File: config.mk
export PLATFORM = sky130hd
export DESIGN_NAME = regbus_master_flat
export DESIGN_NICKNAME = d
export VERILOG_FILES = /design/src/rtl/regbus_master_if.sv /design/src/rtl/regbus_master.sv /design/src/flat_wrapper.sv
export SDC_FILE = /design/constraint.sdc
export NUM_CORES = 1
export LEC_CHECK = 0
export CORE_MARGIN = 1
export CORE_UTILIZATION = 34
export CTS_BUF_LIST = sky130_fd_sc_hd__clkbuf_8
export DETAILED_ROUTE_END_ITERATION = 16
export HOLD_SLACK_MARGIN = 0.05
export PLACE_DENSITY = 0.62
export SLEW_MARGIN = 20
export SYNTH_ARGS = -nofsm -noshare
export SYNTH_HDL_FRONTEND = slang
export SYNTH_SLANG_ARGS = --single-unit
File: constraint.sdc
create_clock -name clk_i -period 2.69 [get_ports clk_i]
set_input_delay 0.4035 -clock clk_i [delete_from_list [all_inputs] [get_ports clk_i]]
set_output_delay 0.4035 -clock clk_i [all_outputs]
set_load 0.01 [all_outputs]
File: src/rtl/regbus_master_if.sv
`default_nettype none
// +--------------------------------------------------------------------+
// | regbus_master_if : command/response port and async register bus     |
// | Rev 1.0                                                             |
// +--------------------------------------------------------------------+
interface regbus_master_if #(
  parameter int ADDR_W = 7
);
  logic              cmd_valid_i;
  logic              cmd_ready_o;
  logic              cmd_we_i;
  logic              cmd_wide_i;
  logic [ADDR_W-1:0] cmd_adr_i;
  logic [31:0]       cmd_dat_i;
  logic              rsp_valid_o;
  logic              rsp_err_o;
  logic [31:0]       rsp_dat_o;
  logic              busy_o;
  logic              cs_o;
  logic              we_o;
  logic              oe_o;
  logic [ADDR_W-1:0] adr_o;
  logic [15:0]       dat_o;
  logic [15:0]       dat_i;
  logic              dat_oe_o;

  modport master (
    input  cmd_valid_i, cmd_we_i, cmd_wide_i, cmd_adr_i, cmd_dat_i, dat_i,
    output cmd_ready_o, rsp_valid_o, rsp_err_o, rsp_dat_o, busy_o,
           cs_o, we_o, oe_o, adr_o, dat_o, dat_oe_o
  );

  modport slave (
    output cmd_valid_i, cmd_we_i, cmd_wide_i, cmd_adr_i, cmd_dat_i, dat_i,
    input  cmd_ready_o, rsp_valid_o, rsp_err_o, rsp_dat_o, busy_o,
           cs_o, we_o, oe_o, adr_o, dat_o, dat_oe_o
  );
endinterface
`default_nettype wire

File: src/rtl/regbus_master.sv
`default_nettype none
// +--------------------------------------------------------------------+
// | regbus_master : valid/ready commands to timed async register-bus     |
// | cycles; optional read-back verify via REGBUS_RDBACK_EN.  Rev 1.0     |
// +--------------------------------------------------------------------+
module regbus_master #(
  parameter int ADDR_W     = 7,
  parameter int SETUP_CYC  = 1,
  parameter int STROBE_CYC = 4,
  parameter int HOLD_CYC   = 1,
  parameter int GAP_CYC    = 2
) (
  input  logic            clk_i,
  input  logic            rst_i,
  regbus_master_if.master bus
);

  localparam int CNT_W = 8;

  localparam logic [2:0] IDLE   = 3'd0;
  localparam logic [2:0] ACCEPT = 3'd1;
  localparam logic [2:0] SETUP  = 3'd2;
  localparam logic [2:0] STROBE = 3'd3;
  localparam logic [2:0] HOLD   = 3'd4;
  localparam logic [2:0] GAP    = 3'd5;
  localparam logic [2:0] RESP   = 3'd6;

`ifdef REGBUS_RDBACK_EN
  localparam bit RDBACK = 1'b1;
`else
  localparam bit RDBACK = 1'b0;
`endif

  logic [2:0]        state, nxt_state;
  logic [CNT_W-1:0]  cnt, nxt_cnt;
  logic              beat, nxt_beat;
  logic              verify, nxt_verify;
  logic              more, nxt_more;
  logic              err, nxt_err;
  logic [31:0]       rdata, nxt_rdata;

  logic              cmd_we, cmd_wide;
  logic [ADDR_W-1:0] cmd_adr;
  logic [31:0]       cmd_dat;

  logic              ready, busy, rsp_valid, rsp_err;
  logic [31:0]       rsp_dat;
  logic              bus_cs, bus_we, bus_oe, bus_dat_oe;
  logic [ADDR_W-1:0] bus_adr;
  logic [15:0]       bus_dat;

  logic              accept, reading, phase_on, wr_beat;

  assign accept   = (state == IDLE) && bus.cmd_valid_i;
  assign reading  = !cmd_we || verify;
  assign phase_on = (nxt_state == SETUP) || (nxt_state == STROBE) || (nxt_state == HOLD);
  assign wr_beat  = cmd_we && !nxt_verify;

  always_comb begin
    nxt_state  = state;
    nxt_cnt    = cnt + 1'b1;
    nxt_beat   = beat;
    nxt_verify = verify;
    nxt_more   = more;
    nxt_err    = err;
    nxt_rdata  = rdata;
    case (state)
      IDLE: begin
        nxt_cnt = '0;
        if (accept) begin
          nxt_state  = ACCEPT;
          nxt_beat   = 1'b0;
          nxt_verify = 1'b0;
          nxt_more   = 1'b0;
          nxt_err    = 1'b0;
          nxt_rdata  = '0;
        end
      end
      ACCEPT: begin
        nxt_cnt = '0;
        // Wide accesses must start on the low half of a 32-bit pair
        if (cmd_wide && cmd_adr[1]) begin
          nxt_state = RESP;
          nxt_err   = 1'b1;
        end else begin
          nxt_state = SETUP;
        end
      end
      SETUP: begin
        if (cnt == CNT_W'(SETUP_CYC - 1)) begin
          nxt_state = STROBE;
          nxt_cnt   = '0;
        end
      end
      STROBE: begin
        if (cnt == CNT_W'(STROBE_CYC - 1)) begin
          nxt_state = HOLD;
          nxt_cnt   = '0;
          if (reading) begin
            if (beat) nxt_rdata[31:16] = bus.dat_i;
            else      nxt_rdata[15:0]  = bus.dat_i;
          end
          if (RDBACK && verify && (bus.dat_i != cmd_dat[15:0])) nxt_err = 1'b1;
        end
      end
      HOLD: begin
        if (cnt == CNT_W'(HOLD_CYC - 1)) begin
          nxt_cnt = '0;
          if (cmd_wide && !beat) begin
            nxt_state = GAP;
            nxt_beat  = 1'b1;
            nxt_more  = 1'b1;
          end else if (RDBACK && cmd_we && !cmd_wide && !verify) begin
            nxt_state  = GAP;
            nxt_verify = 1'b1;
            nxt_more   = 1'b1;
          end else begin
            nxt_state = RESP;
          end
        end
      end
      RESP: begin
        nxt_state = GAP;
        nxt_cnt   = '0;
        nxt_more  = 1'b0;
      end
      GAP: begin
        if (cnt == CNT_W'(GAP_CYC - 1)) begin
          nxt_cnt   = '0;
          nxt_state = more ? SETUP : IDLE;
          nxt_more  = 1'b0;
        end
      end
      default: begin
        nxt_state = IDLE;
        nxt_cnt   = '0;
      end
    endcase
  end

  // Outputs are registered from the next state so they line up with the FSM
  always_ff @(posedge clk_i) begin
    if (rst_i) begin
      state      <= IDLE;
      cnt        <= '0;
      beat       <= 1'b0;
      verify     <= 1'b0;
      more       <= 1'b0;
      err        <= 1'b0;
      rdata      <= '0;
      cmd_we     <= 1'b0;
      cmd_wide   <= 1'b0;
      cmd_adr    <= '0;
      cmd_dat    <= '0;
      ready      <= 1'b1;
      busy       <= 1'b0;
      rsp_valid  <= 1'b0;
      rsp_err    <= 1'b0;
      rsp_dat    <= '0;
      bus_cs     <= 1'b0;
      bus_we     <= 1'b0;
      bus_oe     <= 1'b0;
      bus_dat_oe <= 1'b0;
      bus_adr    <= '0;
      bus_dat    <= '0;
    end else begin
      state  <= nxt_state;
      cnt    <= nxt_cnt;
      beat   <= nxt_beat;
      verify <= nxt_verify;
      more   <= nxt_more;
      err    <= nxt_err;
      rdata  <= nxt_rdata;
      if (accept) begin
        cmd_we   <= bus.cmd_we_i;
        cmd_wide <= bus.cmd_wide_i;
        cmd_adr  <= bus.cmd_adr_i;
        cmd_dat  <= bus.cmd_dat_i;
      end
      ready      <= (nxt_state == IDLE);
      busy       <= (nxt_state != IDLE);
      rsp_valid  <= (nxt_state == RESP);
      rsp_err    <= (nxt_state == RESP) && nxt_err;
      if (nxt_state == RESP) rsp_dat <= nxt_rdata;
      bus_cs     <= phase_on;
      bus_we     <= (nxt_state == STROBE) && wr_beat;
      bus_oe     <= (nxt_state == STROBE) && !wr_beat;
      bus_dat_oe <= phase_on && wr_beat;
      if ((nxt_state == SETUP) && (state != SETUP)) begin
        bus_adr <= nxt_beat ? (cmd_adr | ADDR_W'(2)) : cmd_adr;
        if (wr_beat) bus_dat <= nxt_beat ? cmd_dat[31:16] : cmd_dat[15:0];
      end
    end
  end

  // Ready is masked combinationally so it is low for the whole reset pulse
  assign bus.cmd_ready_o = ready && !rst_i;
  assign bus.busy_o      = busy;
  assign bus.rsp_valid_o = rsp_valid;
  assign bus.rsp_err_o   = rsp_err;
  assign bus.rsp_dat_o   = rsp_dat;
  assign bus.cs_o        = bus_cs;
  assign bus.we_o        = bus_we;
  assign bus.oe_o        = bus_oe;
  assign bus.dat_oe_o    = bus_dat_oe;
  assign bus.adr_o       = bus_adr;
  assign bus.dat_o       = bus_dat;

endmodule
`default_nettype wire

File: src/flat_wrapper.sv
// flat-port wrapper written by rule: the top's interface ports become plain ports
module regbus_master_flat 
#(
  parameter int ADDR_W     = 7,
  parameter int SETUP_CYC  = 1,
  parameter int STROBE_CYC = 4,
  parameter int HOLD_CYC   = 1,
  parameter int GAP_CYC    = 2
)
  (clk_i, rst_i, bus_cmd_valid_i, bus_cmd_we_i, bus_cmd_wide_i, bus_cmd_adr_i, bus_cmd_dat_i, bus_dat_i, bus_cmd_ready_o, bus_rsp_valid_o, bus_rsp_err_o, bus_rsp_dat_o, bus_busy_o, bus_cs_o, bus_we_o, bus_oe_o, bus_adr_o, bus_dat_o, bus_dat_oe_o);
  regbus_master_if #(.ADDR_W(ADDR_W)) bus_i ();
  input  logic clk_i;
  input  logic rst_i;
  input wire logic [$bits(bus_i.cmd_valid_i)-1:0] bus_cmd_valid_i;
  input wire logic [$bits(bus_i.cmd_we_i)-1:0] bus_cmd_we_i;
  input wire logic [$bits(bus_i.cmd_wide_i)-1:0] bus_cmd_wide_i;
  input wire logic [$bits(bus_i.cmd_adr_i)-1:0] bus_cmd_adr_i;
  input wire logic [$bits(bus_i.cmd_dat_i)-1:0] bus_cmd_dat_i;
  input wire logic [$bits(bus_i.dat_i)-1:0] bus_dat_i;
  output wire logic [$bits(bus_i.cmd_ready_o)-1:0] bus_cmd_ready_o;
  output wire logic [$bits(bus_i.rsp_valid_o)-1:0] bus_rsp_valid_o;
  output wire logic [$bits(bus_i.rsp_err_o)-1:0] bus_rsp_err_o;
  output wire logic [$bits(bus_i.rsp_dat_o)-1:0] bus_rsp_dat_o;
  output wire logic [$bits(bus_i.busy_o)-1:0] bus_busy_o;
  output wire logic [$bits(bus_i.cs_o)-1:0] bus_cs_o;
  output wire logic [$bits(bus_i.we_o)-1:0] bus_we_o;
  output wire logic [$bits(bus_i.oe_o)-1:0] bus_oe_o;
  output wire logic [$bits(bus_i.adr_o)-1:0] bus_adr_o;
  output wire logic [$bits(bus_i.dat_o)-1:0] bus_dat_o;
  output wire logic [$bits(bus_i.dat_oe_o)-1:0] bus_dat_oe_o;
  assign bus_i.cmd_valid_i = bus_cmd_valid_i;
  assign bus_i.cmd_we_i = bus_cmd_we_i;
  assign bus_i.cmd_wide_i = bus_cmd_wide_i;
  assign bus_i.cmd_adr_i = bus_cmd_adr_i;
  assign bus_i.cmd_dat_i = bus_cmd_dat_i;
  assign bus_i.dat_i = bus_dat_i;
  assign bus_cmd_ready_o = bus_i.cmd_ready_o;
  assign bus_rsp_valid_o = bus_i.rsp_valid_o;
  assign bus_rsp_err_o = bus_i.rsp_err_o;
  assign bus_rsp_dat_o = bus_i.rsp_dat_o;
  assign bus_busy_o = bus_i.busy_o;
  assign bus_cs_o = bus_i.cs_o;
  assign bus_we_o = bus_i.we_o;
  assign bus_oe_o = bus_i.oe_o;
  assign bus_adr_o = bus_i.adr_o;
  assign bus_dat_o = bus_i.dat_o;
  assign bus_dat_oe_o = bus_i.dat_oe_o;
  regbus_master #(.ADDR_W(ADDR_W), .SETUP_CYC(SETUP_CYC), .STROBE_CYC(STROBE_CYC), .HOLD_CYC(HOLD_CYC), .GAP_CYC(GAP_CYC)) u_core (.clk_i(clk_i), .rst_i(rst_i), .bus(bus_i));
endmodule
Word-level counts from Yosys, hierarchy flattened
Index checks and enable logic that the tools add are counted.

operators by class
  add/subtract/negate cells = 1
  $mul = 0
  div/mod/pow operators = 0
  magnitude comparators = 0
  equal/unequal tests = 17
  shift-type cells = 0
  mux-type cells = 35
  bitwise gates (word level) = 0
  reductions and logical operators = 26

operators with widths
  kind                                                    number
  two-way mux 32 bit                                      3
  one-hot mux 32 bit (2 select lines)                     1
  two-way mux 16 bit                                      3
  two-way mux 8 bit                                       3
  one-hot mux 8 bit (3 select lines)                      1
  one-hot mux 3 bit (7 select lines)                      1
  two-way mux 3 bit                                       6
  == test 3 bit (second input constant)                   5
  == test 3 x 2 -> 1 bit (second input constant)          4
  two-way mux 1 bit                                       11
  logical AND 1 bit                                       10
  adder 8 x 1 -> 8 bit (second input constant)            1
  == test 8 x 1 -> 1 bit (second input constant)          1
  == test 8 x 2 -> 1 bit (second input constant)          1
  zero test 8 bit                                         1
  inequality test 2 x 1 -> 1 bit (second input constant)  4
  zero test 3 bit                                         2
  two-way mux 2 bit                                       3
  zero test 1 bit                                         5
  AND reduction 5 bit                                     1
  one-hot mux 1 bit (2 select lines)                      2
  one-hot mux 1 bit (4 select lines)                      1
  nonzero test 4 bit                                      1
  == test 3 x 1 -> 1 bit (second input constant)          1
  other kinds (5)                                         7

word-level totals
  register bits = 151
  bits in latches = 0
  memory bits (writable) = 0
  ROM bits = 0
  input port bits = 60
  memories = 0

Logic depth before layout (Yosys ltp)
Gate-level depths: netlist of run 1.

  depth in word-level cells = 9
  depth in mapped cells = 9

Least setup slack after synthesis of run 1
OpenSTA, ideal clock, no wires.

  kind = flip-flop to flip-flop
  from = reg u_core.cnt[0]
  to = reg u_core.rsp_dat[11] (netlist: u_core.bus.rsp_dat_o[11])
  library setup time = 0.121 ns
  arrival time = 2.313 ns
  path slack = 0.256 ns
  stages on the path, launching flop included = 8
  buffers on the path = 1
  period minus slack after synthesis = 2.434 ns
  cell sequence = dfxtp_1 > ha_1 > or3b_2 > nor3_4 > a2111oi_4 > nor2_2 > buf_4 > mux2_2

between the ends
  cells in the longest elaborated chain, start to end = 4
  elaborated cells between the ends (all ways) = 11
  classes of those cells = eq/ne (3); mux (7); reduce/logical (1)

RTL lines
  what                                            line                  RTL
  start, declared                                 regbus_master.sv:35   logic [CNT_W-1:0] cnt, nxt_cnt;
  start signal, assigned                          regbus_master.sv:168  cnt <= nxt_cnt;
  == test 8 x 1 -> 1 bit (tied with other cells)  regbus_master.sv:128  if (cnt == CNT_W'(GAP_CYC - 1)) begin
  two-way mux 3 bit (on tied branches)            --
  one-hot mux 3 bit (7 select lines)              regbus_master.sv:67   case (state)
  == test 3 bit                                   regbus_master.sv:184  if (nxt_state == RESP) rsp_dat <= nxt_rdata;
  end signal, assigned                            regbus_master.sv:184
  end, declared                                   regbus_master.sv:47   logic [31:0] rsp_dat;

Parallel ways exist; a longest one is shown, timed or not.
A chain may end at the register's enable or synchronous reset.

Worst setup path in the final report of run 1
  from = reg u_core.cnt[1]
  to = reg u_core.bus_adr[3] (netlist: u_core.bus.adr_o[3])

between the ends
  cells in the longest elaborated chain, start to end = 5
  elaborated cells between the ends (all ways) = 10
  classes of those cells = eq/ne (3); mux (5); reduce/logical (2)

RTL lines
  what                                            line                  RTL
  == test 8 x 1 -> 1 bit (tied with other cells)  regbus_master.sv:128
  two-way mux 3 bit (on tied branches)            --
  one-hot mux 3 bit (7 select lines) *            regbus_master.sv:67
  == test 3 x 2 -> 1 bit *                        regbus_master.sv:189  if ((nxt_state == SETUP) && (state != SETUP)) begin
  logical AND 1 bit *                             regbus_master.sv:189
  end signal, assigned                            regbus_master.sv:190  bus_adr <= nxt_beat ? (cmd_adr | ADDR_W'(2)) : cmd_adr;
  end, declared                                   regbus_master.sv:49   logic [ADDR_W-1:0] bus_adr;

Mark *: on every way between the ends. The rest lies on a longest branch, timed or not.

==> results.py, run 1 <==
metrics = {
    "run_status": {
        "status": "finished, final reports clean",
    },
    "clock_network": {
        "clk_latency_ns": 0.45,
        "hold_buffers": 0,
        "cts.sinks": 151,
        "path_clk_slew_ns": 0.08,
        "cts_root_buf": "clkbuf_8",
        "cts_htree_levels": 4,
        "cts_buffer_depth": 2,
        "cts_buffers": 17,
        "tritoncts": "done",
    },
    "final_layout": {
        "drive_gt1_share_pct": 20.0,
        "design_area_um2": 8440,
        "syn_to_final_growth_pct": 31.7,
        "multiInputGateArea_um2": 3120,
        "fillers": 1732,
        "ff_latch_area_um2": 3020,
        "fin_nets": 868,
        "n_antenna_cell": 0,
    },
    "die": {
        "rows": 49,
        "io_pins": 123,
        "die_y_um": 139,
        "core-area_um2": 18200,
        "start_util_pct": 35.2,
        "dieArea_um2": 19400,
        "die_x_um": 139,
    },
    "synthesis": {
        "netlist_top_cells_area": "dfxtp_1, mux2_2, nand2_1",
        "yosysTopAreaCellShare_pct": 47.2,
        "syn_nets": 733,
        "async_flop_share_pct": 0,
        "synth-edff-count": 0,
        "synth_area_leader_cell": "dfxtp_1",
        "yosys.cell_types.count": 58,
        "ys_seq_elements": 151,
        "netlist_area_um2": 6410,
        "ys_warn_count": 0,
        "syn_area_per_cell_um2": 9.58,
        "netlist_instances": 669,
        "yosysSeqAreaShare_pct": 47.2,
        "ys.flop_type": "dfxtp_1",
    },
    "sta": {
        "fmax_ghz": 0.388,
        "setup_violations": 0,
        "grt_setup_unrepaired": "no",
        "finalHoldViolations": 0,
        "maxSlewViolCount": 0,
        "post-route-period-util_pct": 95.9,
        "fin_crit_ns": 2.58,
        "finalClockSkew_ns": 0.0103,
        "worst_slew_pin_slew_ns": 0.632,
        "setup_tns_ns": 0,
        "relSlewSlack_pct": 57.8,
    },
    "setup_path": {
        "cp.arrival_ns": 2.92,
        "crit_top_cell": "buf_4",
        "slowest_stage": "or3b_2",
        "reg2reg_to": "u_core.bus.adr_o[3]",
        "cp_data_required_time_ns": 3.03,
        "path_buf_inv": 2,
        "reg2reg_depth": 8,
        "worst_path_largest_cell_delay_ns": 0.50,
        "cp-end-kind": "register",
        "crit_end": "u_core.bus.adr_o[3]",
        "r2r-start": "u_core.cnt[1]",
        "critPathLaunch": "u_core.cnt[1]",
        "path_class": "register to register",
        "crit_cells": 8,
        "worstPathMaxFanout": 9,
        "start_kind": "register",
        "rrSetupSlack_ns": 0.11,
        "path_cells": "ha_1 -> or3b_2 -> buf_4 -> nor3_1 -> o32a_1 -> buf_4 -> nor3_2 -> a31o_2",
        "cp_top_family": "simple AND/OR/NAND/NOR gates",
    },
    "routing": {
        "wire_per_inst_um": 15.8,
        "drt_wl_total_um": 16500,
        "antenna_left": 0,
        "drtIter0Drc": 291,
        "via_per_inst": 5.03,
        "drc": 0,
        "vias": 5260,
        "first_pass_iters": 5,
    },
    "place": {
        "place.gp.congestion": 0.934,
        "numPortBuffers": 122,
        "dpl_cell_area_um2": 8020,
        "hpwl_um": 11100,
    },
    "pwr": {
        "power_leakage_uw": 0.00330,
        "p_per_area_nw_per_um2": 568,
        "irDropWorstVdd_v": 0.000266,
        "p_total_uw": 4800,
    },
    "grt": {
        "grt_max_degree": 50,
        "grt_pass1_vias": 5106,
        "grt_antenna_before_repair": 0,
        "grt_pass1_wl_um": 26700,
        "grt_usage_pct": 17.4,
        "grt_overflow_total": 0,
    },
    "job": {
        "max-cap-violations": 0,
    },
    "hold_path": {
        "min-delay-path-class": "primary input to register",
        "hold_depth": 3,
    },
}
## synthesized netlist by cell type (all sizes together) (10+ instances only)
master	count
dfxtp	151
buf	19
nor3	11
a31oi	20
nor2b	52
clkbuf	32
a21oi	42
and3	34
nor2	19
mux2	64
a311oi	15
nand3	21
inv	10
nand2	107
## worst register-to-register path, stage by stage (launching register included)
cell     delay, ns
dfxtp_1       0.34
ha_1          0.17
or3b_2        0.50
buf_4         0.16
nor3_1        0.27
o32a_1        0.40
buf_4         0.26
nor3_2        0.12
a31o_2        0.26
## what timing repair did
| action | CTS | global route |
|---|---|---|
| cloned | 1 | 0 |
| pin swaps | 1 | 0 |
| resized for setup | 0 | 1 |
| endpoints found under the setup margin | 7 | 15 |
| setup buffers | 0 | 0 |
## area by class of cell
cell class                 instances  share of cell area [%]
tap                              229                    3.39
multi-input combinational        458                    37.0
sequential                       151                    35.8
clock inverter                    13                    1.73
clock buffer                      19                    3.10
timing repair buffer             166                    18.5
inverter                          10                   0.445
## through the flow
stage,utilization (%),hold WS [ns],setup slack (ns),cells
3_3_place_gp,44.1,0.444,0.0474,1013
5_1_grt,46.4,0.432,0.0336,1046
3_5_place_dp,44.1,0.447,0.00780,1013
2_1_floorplan,-,0.436,0.256,669
6_report,46.4,0.447,0.110,1046
4_1_cts,46.3,0.421,0.0387,1046
## cells by family (layout without fill, tap and decap cells)
family	after synthesis	in the layout	synth area share, %
DFF	151	151	47.2
buffers and inverters	61	208	4.43
muxes	65	65	11.5
xor gates and xnor gates	8	8	1.09
AOI/OAI and AO/OA	117	117	13.2
adders and majority gates	4	4	0.781
and+or+nand+nor	263	264	21.8
## metal layers
metal / track usage [%] / part of all wire [%]
met1: 22.7 / 46
met2: 28.0 / 47
met3: 4.40 / 5.4
met4: 5.91 / 1.7
met5: 0 / 0
## how the worst min path moves through the flow
stage	from	to	slack, ns
floorplan	u_core.cmd_dat[14]	u_core.cmd_dat[14]	0.44
global placement	u_core.cmd_dat[14]	u_core.cmd_dat[14]	0.44
detailed placement	u_core.cmd_dat[31]	u_core.cmd_dat[31]	0.45
CTS	rst_i	u_core.bus.rsp_dat_o[21]	0.42
global route	rst_i	u_core.bus.rsp_dat_o[21]	0.43
finish	rst_i	u_core.bus.rsp_dat_o[10]	0.45
## placed cells by master, fill, tap and decap left out, types with 18 or more instances in the layout
cell and n:
a21oi_1 42, a31oi_1 19, and3_1 34, buf_4 44, clkbuf_8 19, clkdlybuf4s50_1 121
dfxtp_1 151, mux2_2 62, nand2_1 107, nand3_1 20, nor2_1 18, nor2b_1 52
## state kept, by name, indices dropped and copies added, names as in the netlist, 3 cells and up
signal and cells:
u_core.bus.adr_o 7, u_core.bus.dat_o 16, u_core.bus.rsp_dat_o 32, u_core.cmd_adr 7, u_core.cmd_dat 32, u_core.cnt 8
u_core.rdata 32, u_core.state 3
## power by group
group / switching [uW] / internal, uW / leakage (uW)
clock: 883 / 884 / 0.000197
combinational: 372 / 282 / 0.00188
sequential: 55.6 / 2320 / 0.00122
total: 1310 / 3480 / 0.00330
Power figures use the tool's default switching activity.
==> run 2: changes to the inputs <==
ABC_AREA = 1   (was unset)
PLACE_DENSITY = 0.63   (was 0.62)
SETUP_SLACK_MARGIN = 0.2   (was unset)
==> run 2 against run 1 <==
Net effect:
- area after synthesis fell by 3.5%
- via count rose by 3.2%
- design area fell by 5.3%
- critical path type unchanged
- largest power group unchanged
==> results.py, run 2 <==
metrics = {
    "final_layout": {
        "design_area_um2": 7990,
        "n_antenna_cell": 0,
        "fillers": 1811,
        "syn_to_final_growth_pct": 29.3,
        "drive_gt1_share_pct": 6.33,
        "final_util_pct": 45.6,
        "ff_latch_area_um2": 3020,
        "fin_nets": 1032,
        "final_cells": 1204,
        "layout_common_cells": "inv_1, dfxtp_1, clkdlybuf4s50_1",
        "final_common_cell": "inv_1",
        "multiInputGateArea_um2": 2280,
    },
    "setup_path": {
        "worstPathMaxFanout": 8,
        "rrSetupSlack_ns": 0.43,
        "reg2reg_depth": 10,
        "r2r-start": "u_core.cnt[6]",
        "cp_data_required_time_ns": 3.02,
        "cp-end-kind": "register",
        "start_kind": "register",
        "cp.arrival_ns": 2.58,
        "reg2reg_to": "u_core.bus.adr_o[1]",
        "path_class": "register to register",
    },
    "routing": {
        "via_per_inst": 4.51,
        "antenna_left": 0,
        "drt_wl_total_um": 15300,
        "first_pass_iters": 4,
        "vias": 5427,
        "wire_per_inst_um": 12.7,
        "drc": 0,
        "drtIter0Drc": 338,
    },
    "sta": {
        "setup_violations": 0,
        "relSlewSlack_pct": 65.6,
        "finalHoldViolations": 0,
        "grt_setup_unrepaired": "no",
        "fmax_ghz": 0.443,
        "worst_slew_pin_slew_ns": 0.511,
        "finalClockSkew_ns": 0.0150,
        "post-route-period-util_pct": 83.9,
        "fin_crit_ns": 2.26,
        "setup_tns_ns": 0,
        "maxSlewViolCount": 0,
    },
    "die": {
        "start_util_pct": 35.3,
        "rows": 48,
        "die_x_um": 137,
        "die_y_um": 137,
        "core-area_um2": 17500,
        "dieArea_um2": 18700,
        "io_pins": 123,
    },
    "synthesis": {
        "ys_top_cells_by_count": "inv_1, dfxtp_1, nand2_1",
        "async_flop_share_pct": 0,
        "synth_area_leader_cell": "dfxtp_1",
        "yosysTopAreaCellShare_pct": 48.9,
        "ys.flop_type": "dfxtp_1",
        "synthSimpleGateAreaFrac_pct": 19.0,
        "syn_nets": 920,
        "netlist_top_cells_area": "dfxtp_1, inv_1, nand2_1",
        "netlist_instances": 856,
        "synth_compound_area_share_pct": 16.5,
        "yosys.cell_types.count": 33,
        "synth_most_common_cell": "inv_1",
        "synthMuxAreaShare_pct": 0,
        "synth-edff-count": 0,
        "netlist_area_um2": 6180,
        "syn_area_per_cell_um2": 7.22,
        "yosysSeqAreaShare_pct": 48.9,
        "synthAdderAreaFrac_pct": 0.810,
        "post_synth_xor_area_fraction_pct": 0.142,
        "synth_top_family_by_area": "simple AND/OR/NAND/NOR gates",
        "ys_warn_count": 0,
        "ys_seq_elements": 151,
    },
    "clock_network": {
        "hold_buffers": 0,
        "path_clk_slew_ns": 0.08,
        "cts_htree_levels": 4,
        "clk_latency_ns": 0.45,
        "cts_setup_buffers": 0,
        "tritoncts": "done",
        "cts_buffers": 17,
        "cts_root_buf": "clkbuf_8",
        "cts.sinks": 151,
        "cts_buffer_depth": 2,
    },
    "hold_path": {
        "hp-start": "u_core.cmd_dat[4]",
        "min-delay-path-class": "register to register",
        "whs_endpoint": "u_core.cmd_dat[4]",
        "hold_depth": 2,
    },
    "run_status": {
        "status": "finished, final reports clean",
    },
    "place": {
        "placed_cells_incl_taps": 1174,
        "numPortBuffers": 122,
        "dpl_cell_area_um2": 7610,
        "place.gp.congestion": 0.847,
        "hpwl_um": 10400,
    },
    "pwr": {
        "p_per_area_nw_per_um2": 652,
        "p_total_uw": 5210,
        "irDropWorstVdd_v": 0.000340,
        "power_leakage_uw": 0.00321,
    },
    "grt": {
        "grt_pass1_wl_um": 24400,
        "grt_overflow_total": 0,
        "grt_max_degree": 66,
        "grt_usage_pct": 16.9,
        "grt_pass1_vias": 4994,
        "grt_antenna_before_repair": 1,
    },
    "job": {
        "max-cap-violations": 0,
    },
}
## run 2: cell types whose count changed after synthesis, sizes merged, moves of 33 or more
cell and delta:
inv +177, nor2 +85, o21ai +73, mux2 -64
nor2b -52, a21oi +39, and3 -33
## run 2: metal layers
metal  share of wire, %  vias to the layer above  GRT usage (%)  wire [um]
met1                 49                     2400           22.7       7510
met3                5.4                       16           4.63        831
li1                   -                     2898              -          -
met2                 44                      111           25.7       6750
met4                1.3                        2           6.17        200
met5              0.085                        -              0         13
## run 2: worst max-delay path, stage by stage (launching register included)
cell and delay, ns:
dfxtp_1 0.35, nor2_1 0.15, nand2_1 0.17, o21bai_2 0.28, nand3_1 0.15, a21oi_2 0.34, inv_2 0.12, nor2_4 0.14
nand2_2 0.15, o21ai_0 0.25, nor2_1 0.06
## run 2: cells by family after synthesis
logic type	Yosys count
AO/OA/AOI/OAI	193
AND/OR/NAND/NOR	276
adder cells (fa/ha/maj)	4
buffers and inverters	231
XOR/XNOR	1
flip-flops	151
## run 2: where the power goes
part	switching [uW]	internal, uW	total (uW)
Sequential	88.0	2410	2500
Combinational	639	448	1090
Clock	857	771	1630
Total	1580	3630	5210
## run 2: worst max path at each step
stage / cells after the start / slack, ns / from / endpoint
6_report: 10 / 0.43 / u_core.cnt[6] / u_core.bus.adr_o[1]
4_1_cts: 10 / 0.44 / u_core.cnt[0] / u_core.bus.rsp_dat_o[12]
3_3_place_gp: 9 / 0.52 / bus_cmd_valid_i / u_core.bus.rsp_dat_o[6]
3_5_place_dp: 9 / 0.47 / bus_cmd_valid_i / u_core.bus.rsp_dat_o[24]
2_1_floorplan: 9 / 0.78 / u_core.cnt[0] / u_core.bus.rsp_dat_o[10]
5_1_grt: 10 / 0.23 / u_core.cnt[4] / u_core.bus.adr_o[1]
## run 2: repair_timing
item	CTS	global route
hold endpoints to repair	0	0
endpoints found under the setup margin	0	7
gates resized for setup	0	2
## run 2: area by class of cell
class / count / area share, %
Clock buffer: 19 / 3.27
Clock inverter: 11 / 1.28
Inverter: 187 / 8.78
Multi-Input combinational cell: 474 / 28.5
Sequential cell: 151 / 37.8
Tap cell: 225 / 3.52
Timing Repair Buffer: 137 / 16.8
## run 2: per-stage QoR
step,setup slack (ns),hold slack [ns]
final,0.434,0.447
after CTS,0.444,0.433
after detailed placement,0.472,0.438
after global routing,0.232,0.462
after floorplan,0.780,0.425
after global placement,0.523,0.434
